--- src/rtl/code_sequence_sender_if.sv ---
// Press-sequence bundle between the code sender and its host/detector side.
// master drives Go/Code/U; slave (the sender) drives the press lines and status.
interface code_sequence_sender_if;
  logic       Go;
  logic [7:0] Code;
  logic       U;
  logic       Start;
  logic       Red;
  logic       Green;
  logic       Blue;
  logic       Busy;
  logic       Done;
  logic       Pass;
  logic       Err;

  modport master (
    output Go, Code, U,
    input  Start, Red, Green, Blue, Busy, Done, Pass, Err
  );

  modport slave (
    input  Go, Code, U,
    output Start, Red, Green, Blue, Busy, Done, Pass, Err
  );
endinterface

--- src/rtl/code_sequence_sender.sv ---
// Emits Start then four one-hot colour presses (GAP idle cycles after each), then waits up to
// TIMEOUT cycles for U; Start lands 1 cycle after Go, all outputs registered, Go ignored while busy.
module code_sequence_sender #(
  parameter int GAP     = 2,
  parameter int TIMEOUT = 4
) (
  input logic                   Clk,
  input logic                   Rst,
  code_sequence_sender_if.slave bus
);

  localparam logic [3:0] GAP_L     = 4'(GAP);
  localparam logic [3:0] TIMEOUT_L = 4'(TIMEOUT);

  typedef enum logic [2:0] {
    S_IDLE,
    S_START,
    S_GAP,
    S_PRESS,
    S_WAITU,
    S_DONE
  } state_t;

  state_t     state;
  logic [1:0] idx;
  logic [3:0] cnt;
  logic [7:0] code_q;
  logic       start_q, red_q, green_q, blue_q;
  logic       busy_q, done_q, pass_q, err_q;
  logic       legal;
  logic [1:0] sym;

  always_comb begin
    legal = (bus.Code[1:0] != 2'b00) && (bus.Code[3:2] != 2'b00) &&
            (bus.Code[5:4] != 2'b00) && (bus.Code[7:6] != 2'b00);
    sym   = code_q[{idx, 1'b0} +: 2];
  end

  always_ff @(posedge Clk) begin
    if (Rst) begin
      state   <= S_IDLE;
      idx     <= 2'd0;
      cnt     <= 4'd0;
      code_q  <= 8'd0;
      start_q <= 1'b0;
      red_q   <= 1'b0;
      green_q <= 1'b0;
      blue_q  <= 1'b0;
      busy_q  <= 1'b0;
      done_q  <= 1'b0;
      pass_q  <= 1'b0;
      err_q   <= 1'b0;
    end else begin
      // Pulse outputs default low so every press/status strobe lasts one cycle.
      start_q <= 1'b0;
      red_q   <= 1'b0;
      green_q <= 1'b0;
      blue_q  <= 1'b0;
      done_q  <= 1'b0;
      pass_q  <= 1'b0;
      err_q   <= 1'b0;
      case (state)
        S_IDLE: begin
          if (bus.Go) begin
            if (legal) begin
              code_q  <= bus.Code;
              start_q <= 1'b1;
              busy_q  <= 1'b1;
              state   <= S_START;
            end else begin
              err_q <= 1'b1;
            end
          end
        end
        S_START: begin
          cnt   <= GAP_L;
          idx   <= 2'd0;
          state <= S_GAP;
        end
        S_GAP: begin
          // Last gap cycle: the press for symbol[idx] is registered out next.
          if (cnt == 4'd1) begin
            red_q   <= (sym == 2'b01);
            green_q <= (sym == 2'b10);
            blue_q  <= (sym == 2'b11);
            state   <= S_PRESS;
          end else begin
            cnt <= cnt - 4'd1;
          end
        end
        S_PRESS: begin
          if (idx != 2'd3) begin
            idx   <= idx + 2'd1;
            cnt   <= GAP_L;
            state <= S_GAP;
          end else begin
            cnt   <= TIMEOUT_L;
            state <= S_WAITU;
          end
        end
        S_WAITU: begin
          if (bus.U) begin
            done_q <= 1'b1;
            pass_q <= 1'b1;
            busy_q <= 1'b0;
            state  <= S_DONE;
          end else if (cnt == 4'd1) begin
            done_q <= 1'b1;
            busy_q <= 1'b0;
            state  <= S_DONE;
          end else begin
            cnt <= cnt - 4'd1;
          end
        end
        S_DONE: begin
          state <= S_IDLE;
        end
        default: begin
          state <= S_IDLE;
        end
      endcase
    end
  end

  assign bus.Start = start_q;
  assign bus.Red   = red_q;
  assign bus.Green = green_q;
  assign bus.Blue  = blue_q;
  assign bus.Busy  = busy_q;
  assign bus.Done  = done_q;
  assign bus.Pass  = pass_q;
  assign bus.Err   = err_q;

endmodule

--- src/flat_wrapper.sv ---
// flat-port wrapper written by rule: the top's interface ports become plain ports
module code_sequence_sender_flat 
#(
  parameter int GAP     = 2,
  parameter int TIMEOUT = 4
)
  (Clk, Rst, bus_Go, bus_Code, bus_U, bus_Start, bus_Red, bus_Green, bus_Blue, bus_Busy, bus_Done, bus_Pass, bus_Err);
  code_sequence_sender_if bus_i ();
  input logic Clk;
  input logic Rst;
  input wire logic [$bits(bus_i.Go)-1:0] bus_Go;
  input wire logic [$bits(bus_i.Code)-1:0] bus_Code;
  input wire logic [$bits(bus_i.U)-1:0] bus_U;
  output wire logic [$bits(bus_i.Start)-1:0] bus_Start;
  output wire logic [$bits(bus_i.Red)-1:0] bus_Red;
  output wire logic [$bits(bus_i.Green)-1:0] bus_Green;
  output wire logic [$bits(bus_i.Blue)-1:0] bus_Blue;
  output wire logic [$bits(bus_i.Busy)-1:0] bus_Busy;
  output wire logic [$bits(bus_i.Done)-1:0] bus_Done;
  output wire logic [$bits(bus_i.Pass)-1:0] bus_Pass;
  output wire logic [$bits(bus_i.Err)-1:0] bus_Err;
  assign bus_i.Go = bus_Go;
  assign bus_i.Code = bus_Code;
  assign bus_i.U = bus_U;
  assign bus_Start = bus_i.Start;
  assign bus_Red = bus_i.Red;
  assign bus_Green = bus_i.Green;
  assign bus_Blue = bus_i.Blue;
  assign bus_Busy = bus_i.Busy;
  assign bus_Done = bus_i.Done;
  assign bus_Pass = bus_i.Pass;
  assign bus_Err = bus_i.Err;
  code_sequence_sender #(.GAP(GAP), .TIMEOUT(TIMEOUT)) u_core (.Clk(Clk), .Rst(Rst), .bus(bus_i));
endmodule
--- config.mk ---
export PLATFORM = sky130hd
export DESIGN_NAME = code_sequence_sender_flat
export DESIGN_NICKNAME = d
export VERILOG_FILES = /design/src/rtl/code_sequence_sender_if.sv /design/src/rtl/code_sequence_sender.sv /design/src/flat_wrapper.sv
export SDC_FILE = /design/constraint.sdc
export NUM_CORES = 1
export LEC_CHECK = 0
export BUFFER_PORTS_ARGS = -buffer_cell sky130_fd_sc_hd__clkbuf_2
export CAP_MARGIN = 30
export CORE_AREA = 3 3 50 52
export DETAILED_ROUTE_END_ITERATION = 8
export DIE_AREA = 0 0 53 55
export GPL_TIMING_DRIVEN = 0
export MAX_ROUTING_LAYER = met4
export PLACE_DENSITY = 0.91
export SLEW_MARGIN = 30
export SYNTH_ARGS = -nofsm -noshare
export SYNTH_HDL_FRONTEND = slang
export SYNTH_SLANG_ARGS = --single-unit
--- constraint.sdc ---
create_clock -name Clk -period 3.9 [get_ports Clk]
set_input_delay 0 -clock Clk [delete_from_list [all_inputs] [get_ports Clk]]
set_output_delay 0 -clock Clk [all_outputs]
set_load 0.01 [all_outputs]
## After elaboration in Yosys (flattened, before gate mapping)

Cells that the tools add are included.

- Add/subtract/negate cells: 2
- Equal/unequal tests: 15
- Shifts and indexed selects: 1
- Muxes and demuxes: 23
- Bitwise logic cells: 5
- Reduce and logical (&&, ||, !) cells: 19

Operators by type and width:

| kind | count |
|---|---|
| $mux 3 | 7 |
| $pmux 4 s4 | 1 |
| $pmux 3 s5 | 1 |
| $reduce_bool 2->1 | 6 |
| $mux 1 | 9 |
| $mux 4 | 2 |
| $reduce_and 4->1 | 2 |
| $shiftx 8x4->2 | 1 |
| $eq 3x2->1 const B | 2 |
| $ne 2x1->1 const B | 3 |
| $ne 2x2->1 const B | 3 |
| $reduce_or 3->1 | 2 |
| $not 1->1 | 5 |
| $eq 2x2->1 const B | 2 |
| $eq 4x1->1 const B | 1 |
| $pmux 2 s2 | 1 |
| $reduce_and 2->1 | 2 |
| $reduce_bool 4->1 | 1 |
| $sub 4x1->4 const B | 1 |
| $eq 3x1->1 const B | 1 |
| $eq 3x3->1 const B | 1 |
| $logic_and 1x1->1 | 3 |
| $logic_not 3->1 | 1 |
| $ne 3x2->1 const B | 1 |
| other kinds (6) | 6 |

- Flip-flop bits (word level): 25
- Bits of input ports: 12
- Output and inout bits: 8
- Logic and storage cells: 77

## Longest topological paths before layout

Gate-level depths: netlist of the first run.

- Word-level depth: 7
- Depth in mapped cells: 6
- Gate-level depth less buffers: 6

## Worst setup path after synthesis of the first run

Ideal clock, no wire load.

- Path type: register -> register
- Start: reg u_core.state[2]
- End: reg u_core.code_q[0]
- Library setup time: 128 ps
- Data arrival time: 1,646 ps
- Required time: 3,772 ps
- Slack: 2,126 ps
- Cell stages (with the launch flop): 7
- Buffers on the path: 2
- Period minus slack after synthesis: 1,774 ps
- Path through: dfxtp_1 buf_2 or4b_2 nor3_1 buf_4 mux2i_1 nor2_1

- Longest elaborated chain between the ends: 2

Ends and longest elaborated chain:

| item | line | source |
|---|---|---|
| start, declared | code_sequence_sender.sv:24 | `state_t state;` |
| start signal, assigned | code_sequence_sender.sv:41 | `state <= S_IDLE;` |
| start signal, assigned | code_sequence_sender.sv:69 | `state <= S_START;` |
| start signal, assigned | code_sequence_sender.sv:78 | `state <= S_GAP;` |
| $logic_not 3->1 | code_sequence_sender.sv:62 | `case (state)` |
| $reduce_and 3->1 (no line) | -- |  |
| end signal, assigned | code_sequence_sender.sv:66 | `code_q <= bus.Code;` |
| end, declared | code_sequence_sender.sv:27 | `logic [7:0] code_q;` |

Every way passes these cells.
A chain may end at the register's enable or synchronous reset.

## Worst setup path in the final report of the first run

- Start: reg u_core.state[2]
- End: reg u_core.code_q[1]

Same word-level chain as after synthesis.

==> out/results.tsv, run 1 <==
metric	value	unit
synth_edf_count	0	
synth_area_leaders	dfxtp_1, mux2i_1, nor2_1	
crit_family	simple AND/OR/NAND/NOR gates	
mostFrequentLayoutCells	dfxtp_1, nor2_1, clkbuf_2, dlygate4sd3_1, mux2i_1	
crit_buf_inv	2	
cts.repair.resized	0	
hold_path_class	in -> reg	
syn_nets	146	
powerDensity	327	mW/mm^2
die_x	53	um
crit_fanout	10	
max_slew_margin	59.4	%
hpwlAfterDp	1870	um
gp_congestion	0.923	
cts_setup_buffers	0	
drtIter0Drc	50	
swShare	28.0	%
clkLatencyLatePin	0.33	ns
antennaDiodeCount	0	
synth_cell_types	41	
start_kind	register	
grt_pass1_wl	4800	um
drt-total-wl	2910	um
path_clk_slew	0.14	ns
clock-sinks	25	
critPathRequiredTime	4.12	ns
seq_area_frac_synth	41.6	%
hold_viol	0	
fmax	496	MHz
rows	17	
cp.arrival	2.24	ns
h-tree-depth	1	
port_buffers	19	
synth_ff_type	dfxtp_1	
critPathKind	reg -> reg	
boundaryPins	20	
synth_seq_cells	25	
wl_per_cell	15.1	um
synth_area_leader_cell	dfxtp_1	
syn_to_final_growth	22.3	%
cts_made_buffers	3	
core	0.00215	mm^2
worst_slew_pin_slew	0.607	ns
drc	0	
final_common_cell	dfxtp_1	
antenna_found_initial	0	
combPwrFrac	18.6	%
root_buffer	clkbuf_4	
drv_cap	0	
dieArea	0.00292	mm^2
syn_avg_cell_area	9.18	um^2
first_pass_iters	4	
netlist_area	0.00120	mm^2
p_switching	0.134	mW
grt_overflow	0	
min_period	2.02	ns
final_layout_size_suffix_gt1_share	20.6	%
nets	181	
path_cells	buf_2 -> or4b_2 -> nor3_1 -> buf_4 -> mux2i_1 -> nor2_1	
seqPwrFrac	56.9	%
grt_pass1_vias	1095	
die-height	55	um
grt_max_degree	15	
rsz0062_at_grt	no	
p_leak	0.599	nW
internal-power	0.346	mW
cp-end-kind	register	
slowest_delay	0.67	ns
async_flop_share	0	%
ctsHoldBuffers	11	
nFillCells	162	
crit_slowest_cell	or4b_2	
finalSetupViolCount	0	
ant_nets	0	
finalSetupTns	0	ns
fin_skew	0.00756	ns
synth_top_area_share	41.6	%
cts_tree	built	
yosysWarnings	0	
p_clk_share	24.6	%
status	finished clean	
slew_violations	0	
via_per_inst	5.91	
vias	1141	
ir_drop	0.246	mV
fin_hold_ws	0.453	ns
cts_buffer_depth	2	
min_period_over_period	51.7	%
syn_inst	131	
start_util	56.0	%
grt_use_total	23.2	%
==> path summary, 6_finish.rpt <==
check	from	to	slack, ns	cells past startpoint
setup / recovery	u_core.state[2]	u_core.code_q[1]	1.88	6
hold / removal	Rst	u_core.state[0]	0.45	3
setup reg to reg	u_core.state[2]	u_core.code_q[1]	1.88	6
hold reg to reg	u_core.cnt[1]	u_core.cnt[1]	0.50	2
==> per-layer routing <==
metal | share of wire, % | wire length, um | vias up | GRT usage [%]
li1 | - | - | 544 | -
met3 | 4.8 | 140 | 7 | 2.68
met5 | 0 | 0 | - | -
met2 | 54 | 1580 | 44 | 40.5
met4 | 2.0 | 58 | 0 | 12.8
met1 | 39 | 1130 | 546 | 26.2
==> synthesized netlist by cell type (all sizes together) (2+ instances only) <==
cell type and instances:
mux2i 9, nor3 8, mux4 2, a21o 3, nand2 2, or3b 2
ha 3, a21oi 5, a2111oi 2, or3 2, a31oi 3, o21ai 2
buf 4, nand4 2, dfxtp 25, nand2b 2, nand3 5, nor2 22
inv 5, nor3b 3, clkbuf 5, o22ai 2
==> area by class of cell <==
type	count	area, um^2	area share [%]
sequential	25	500	34.0
timing repair buffer	30	205	14.0
inverter	5	18.8	1.28
clock inverter	1	5.00	0.340
buffer	9	47.5	3.23
multi-input combinational	92	636	43.2
clock buffer	3	22.5	1.53
tap	28	35.0	2.38
==> tightest hold or removal path, stage by stage <==
cell	delay, ns
dlygate4sd3_1	0.52
clkbuf_2	0.15
a2111oi_0	0.08
==> flip-flops by register name (all words and copies together), names as in the netlist <==
| register | flops |
|---|---|
| u_core.bus.Start | 1 |
| u_core.code_q | 8 |
| u_core.idx | 2 |
| u_core.bus.Red | 1 |
| u_core.cnt | 4 |
| u_core.state | 3 |
| u_core.bus.Busy | 1 |
| u_core.bus.Green | 1 |
| u_core.bus.Done | 1 |
| u_core.bus.Blue | 1 |
| u_core.bus.Pass | 1 |
| u_core.bus.Err | 1 |
==> power by group through the flow <==
stage,Sequential [mW],Combinational (mW),Clock [mW]
after CTS,0.273,0.0862,0.118
after global routing,0.275,0.0972,0.137
after floorplan,0.278,0.0552,0
final,0.273,0.0892,0.118
after detailed placement,0.278,0.0769,0
after global placement,0.278,0.0730,0
==> logic make-up (layout without fill, tap and decap cells) <==
| kind of cell | Yosys count | after routing | synth area share (%) |
|---|---|---|---|
| and+or+nand+nor | 52 | 52 | 23.0 |
| adders and majority gates | 3 | 3 | 3.12 |
| xor gates and xnor gates | 1 | 1 | 0.729 |
| buffers and inverters | 14 | 48 | 5.52 |
| AOI/OAI and AO/OA | 25 | 25 | 14.8 |
| muxes | 11 | 11 | 11.2 |
| DFF | 25 | 25 | 41.6 |
==> stage by stage <==
| step | power (mW) | instances | instance area, um^2 | util (%) | setup slack, ns |
|---|---|---|---|---|---|
| 2_1_floorplan | 0.333 | 131 | 1200 | - | 2.13 |
| 3_3_place_gp | 0.351 | 178 | 1330 | 62.0 | 2.04 |
| 3_5_place_dp | 0.355 | 178 | 1330 | 62.0 | 1.94 |
| 4_1_cts | 0.477 | 193 | 1470 | 68.4 | 1.92 |
| 5_1_grt | 0.509 | 193 | 1470 | 68.4 | 1.82 |
| 6_report | 0.480 | 193 | 1470 | 68.4 | 1.88 |
(Power assumes the default switching activity.)
==> run 2, diff against run 1 <==
- ABC_AREA: not set -> 1
- CORE_AREA: 3 3 50 52 -> 3 3 52 54
- DIE_AREA: 0 0 53 55 -> 0 0 55 57
- PLACE_DENSITY: 0.91 -> 0.86
- clock period: 3.9 -> 2.06 ns (I/O delays scaled with it)
==> out/results.tsv, run 2 <==
metric	value	unit
status	finished clean	
hold_start	bus_Go	
start_kind	register	
crit_slowest_cell	dfxtp_1	
synth_seq_cells	25	
finalInstanceArea	0.00147	mm^2
first_pass_iters	4	
critPathKind	reg -> reg	
synth_edf_count	0	
h-tree-depth	1	
drtIter0Drc	22	
grt_pass1_wl	4600	um
dieArea	0.00314	mm^2
yosysWarnings	0	
async_flop_share	0	%
antennaDiodeCount	0	
min_period	1.42	ns
slew_violations	0	
grt_overflow	0	
worst_slew_pin_slew	0.273	ns
cts_tree	built	
netlist_area	0.00121	mm^2
grt_use_total	19.7	%
final_layout_size_suffix_gt1_share	20.2	%
syn_avg_cell_area	7.14	um^2
seq_area_frac_synth	41.2	%
wl_per_cell	11.4	um
r2r-end	u_core.cnt[0]	
drv_cap	0	
grt_pass1_vias	1149	
crit_fanout	6	
synth_cell_types	20	
core	0.00225	mm^2
regArea	500	um^2
port_buffers	19	
ant_nets	0	
ff2ff_setup_slack	0.64	ns
multi_input_area	631	um^2
fin_skew	0.00493	ns
finalSetupTns	0	ns
hpwlAfterDp	1980	um
clock-sinks	25	
cp-end-kind	register	
rows	17	
syn_inst	170	
critPathRequiredTime	2.29	ns
min_period_over_period	69.1	%
antenna_found_initial	0	
die_x	55	um
finalSetupViolCount	0	
drt-total-wl	2620	um
powerDensity	731	mW/mm^2
root_buffer	clkbuf_4	
grt_max_degree	15	
vias	1176	
boundaryPins	20	
hold_path_class	in -> reg	
path_clk_slew	0.14	ns
worst_hold_path.endpoint	u_core.bus.Start	
largest_reg_flops	8	
cp_common_cell	nand2_1	
slowest_delay	0.32	ns
reg2reg_from	u_core.cnt[1]	
nFillCells	203	
regMostFlops	u_core.code_q	
hold_viol	0	
max_slew_margin	81.8	%
p_leak	0.678	nW
synth_top_area_share	41.2	%
path_cells	inv_1 -> ha_1 -> nand2_1 -> nor2_2 -> o21bai_4 -> nand2_4 -> nand2_1 -> nand2_1 -> nor2_2	
gp_congestion	0.845	
crit_start	u_core.cnt[1]	
cp.arrival	1.65	ns
start_util	53.8	%
cts_buffer_depth	2	
clkLatencyLatePin	0.32	ns
placed_area	0.00134	mm^2
synth_commonest_cells	nand2_1, nor2_1, dfxtp_1, inv_1, nand3_1	
cts_made_buffers	3	
drc	0	
die-height	57	um
ir_drop	0.506	mV
synth_ff_type	dfxtp_1	
whs_path_depth	5	
synth.most_common_cell	nand2_1	
r2r_cells	9	
synth_area_leader_cell	dfxtp_1	
nets	219	
final_common_cell	nand2_1	
largestRegisters	u_core.code_q x8, u_core.cnt x4, u_core.state x3	
synth_area_leaders	dfxtp_1, nand2_1, nor2_1	
rsz0062_at_grt	no	
syn_to_final_growth	21.2	%
fmax	703	MHz
syn_nets	185	
via_per_inst	5.09	
mostFrequentLayoutCells	nand2_1, nor2_1, dfxtp_1, clkbuf_2	
-- run 2: worst max path at each step --
stage	to	slack [ns]	cells after the start
floorplan	u_core.cnt[2]	0.83	7
global placement	u_core.cnt[0]	0.70	9
detailed placement	u_core.cnt[0]	0.67	9
CTS	u_core.cnt[0]	0.63	9
global route	u_core.bus.Busy	0.52	8
finish	u_core.cnt[0]	0.64	9
-- run 2: layer usage --
layer,routed length [um],up-vias,track usage [%]
met3,83,6,2.87
met4,20,0,4.51
met5,0,-,-
li1,-,612,-
met2,1390,23,35.5
met1,1130,535,22.0
-- run 2: critical path, delay by kind of cell, from the launching register on --
kind / cells / cell delay (ns)
adders and majority gates: 1 / 0.21
DFF: 1 / 0.32
AOI/OAI and AO/OA: 1 / 0.12
buffers and inverters: 1 / 0.15
and+or+nand+nor: 6 / 0.52
-- run 2: through the flow --
stage	worst slack, ns	hold WS, ns	instances	power (mW)	utilization (%)
2_1_floorplan	0.828	0.0669	170	0.772	-
3_3_place_gp	0.704	0.239	217	0.824	59.6
3_5_place_dp	0.668	0.249	217	0.843	59.6
4_1_cts	0.634	0.0500	231	1.08	65.3
5_1_grt	0.524	0.0767	231	1.15	65.3
6_report	0.637	0.0470	231	1.08	65.3
-- run 2: cells by family after synthesis --
family / synth area share (%)
buffers and inverters: 6.80
adder cells (fa/ha/maj): 3.09
AND/OR/NAND/NOR: 38.9
flip-flops: 41.2
AO/OA/AOI/OAI: 10.0
-- run 2: repair_timing --
action / 4_1_cts / 5_1_grt
buffers inserted: 0 / 0
hold buffers: 10 / 0
hold endpoints to repair: 14 / 0
resized for setup: 0 / 0
-- run 2: area by class of cell --
cell class | count | area share (%)
flip-flops and latches | 25 | 34.0
inverters | 18 | 4.59
clock buffers | 3 | 1.53
well taps | 28 | 2.38
repair buffers | 29 | 13.3
plain buffers | 1 | 1.02
multi-input cells | 126 | 42.9
clock inverters | 1 | 0.340
-- run 2: power by group --
group          internal, mW  switching [mW]  leakage, nW
logic                 0.115           0.184        0.457
clock network        0.0728           0.152       0.0177
registers             0.525          0.0279        0.204
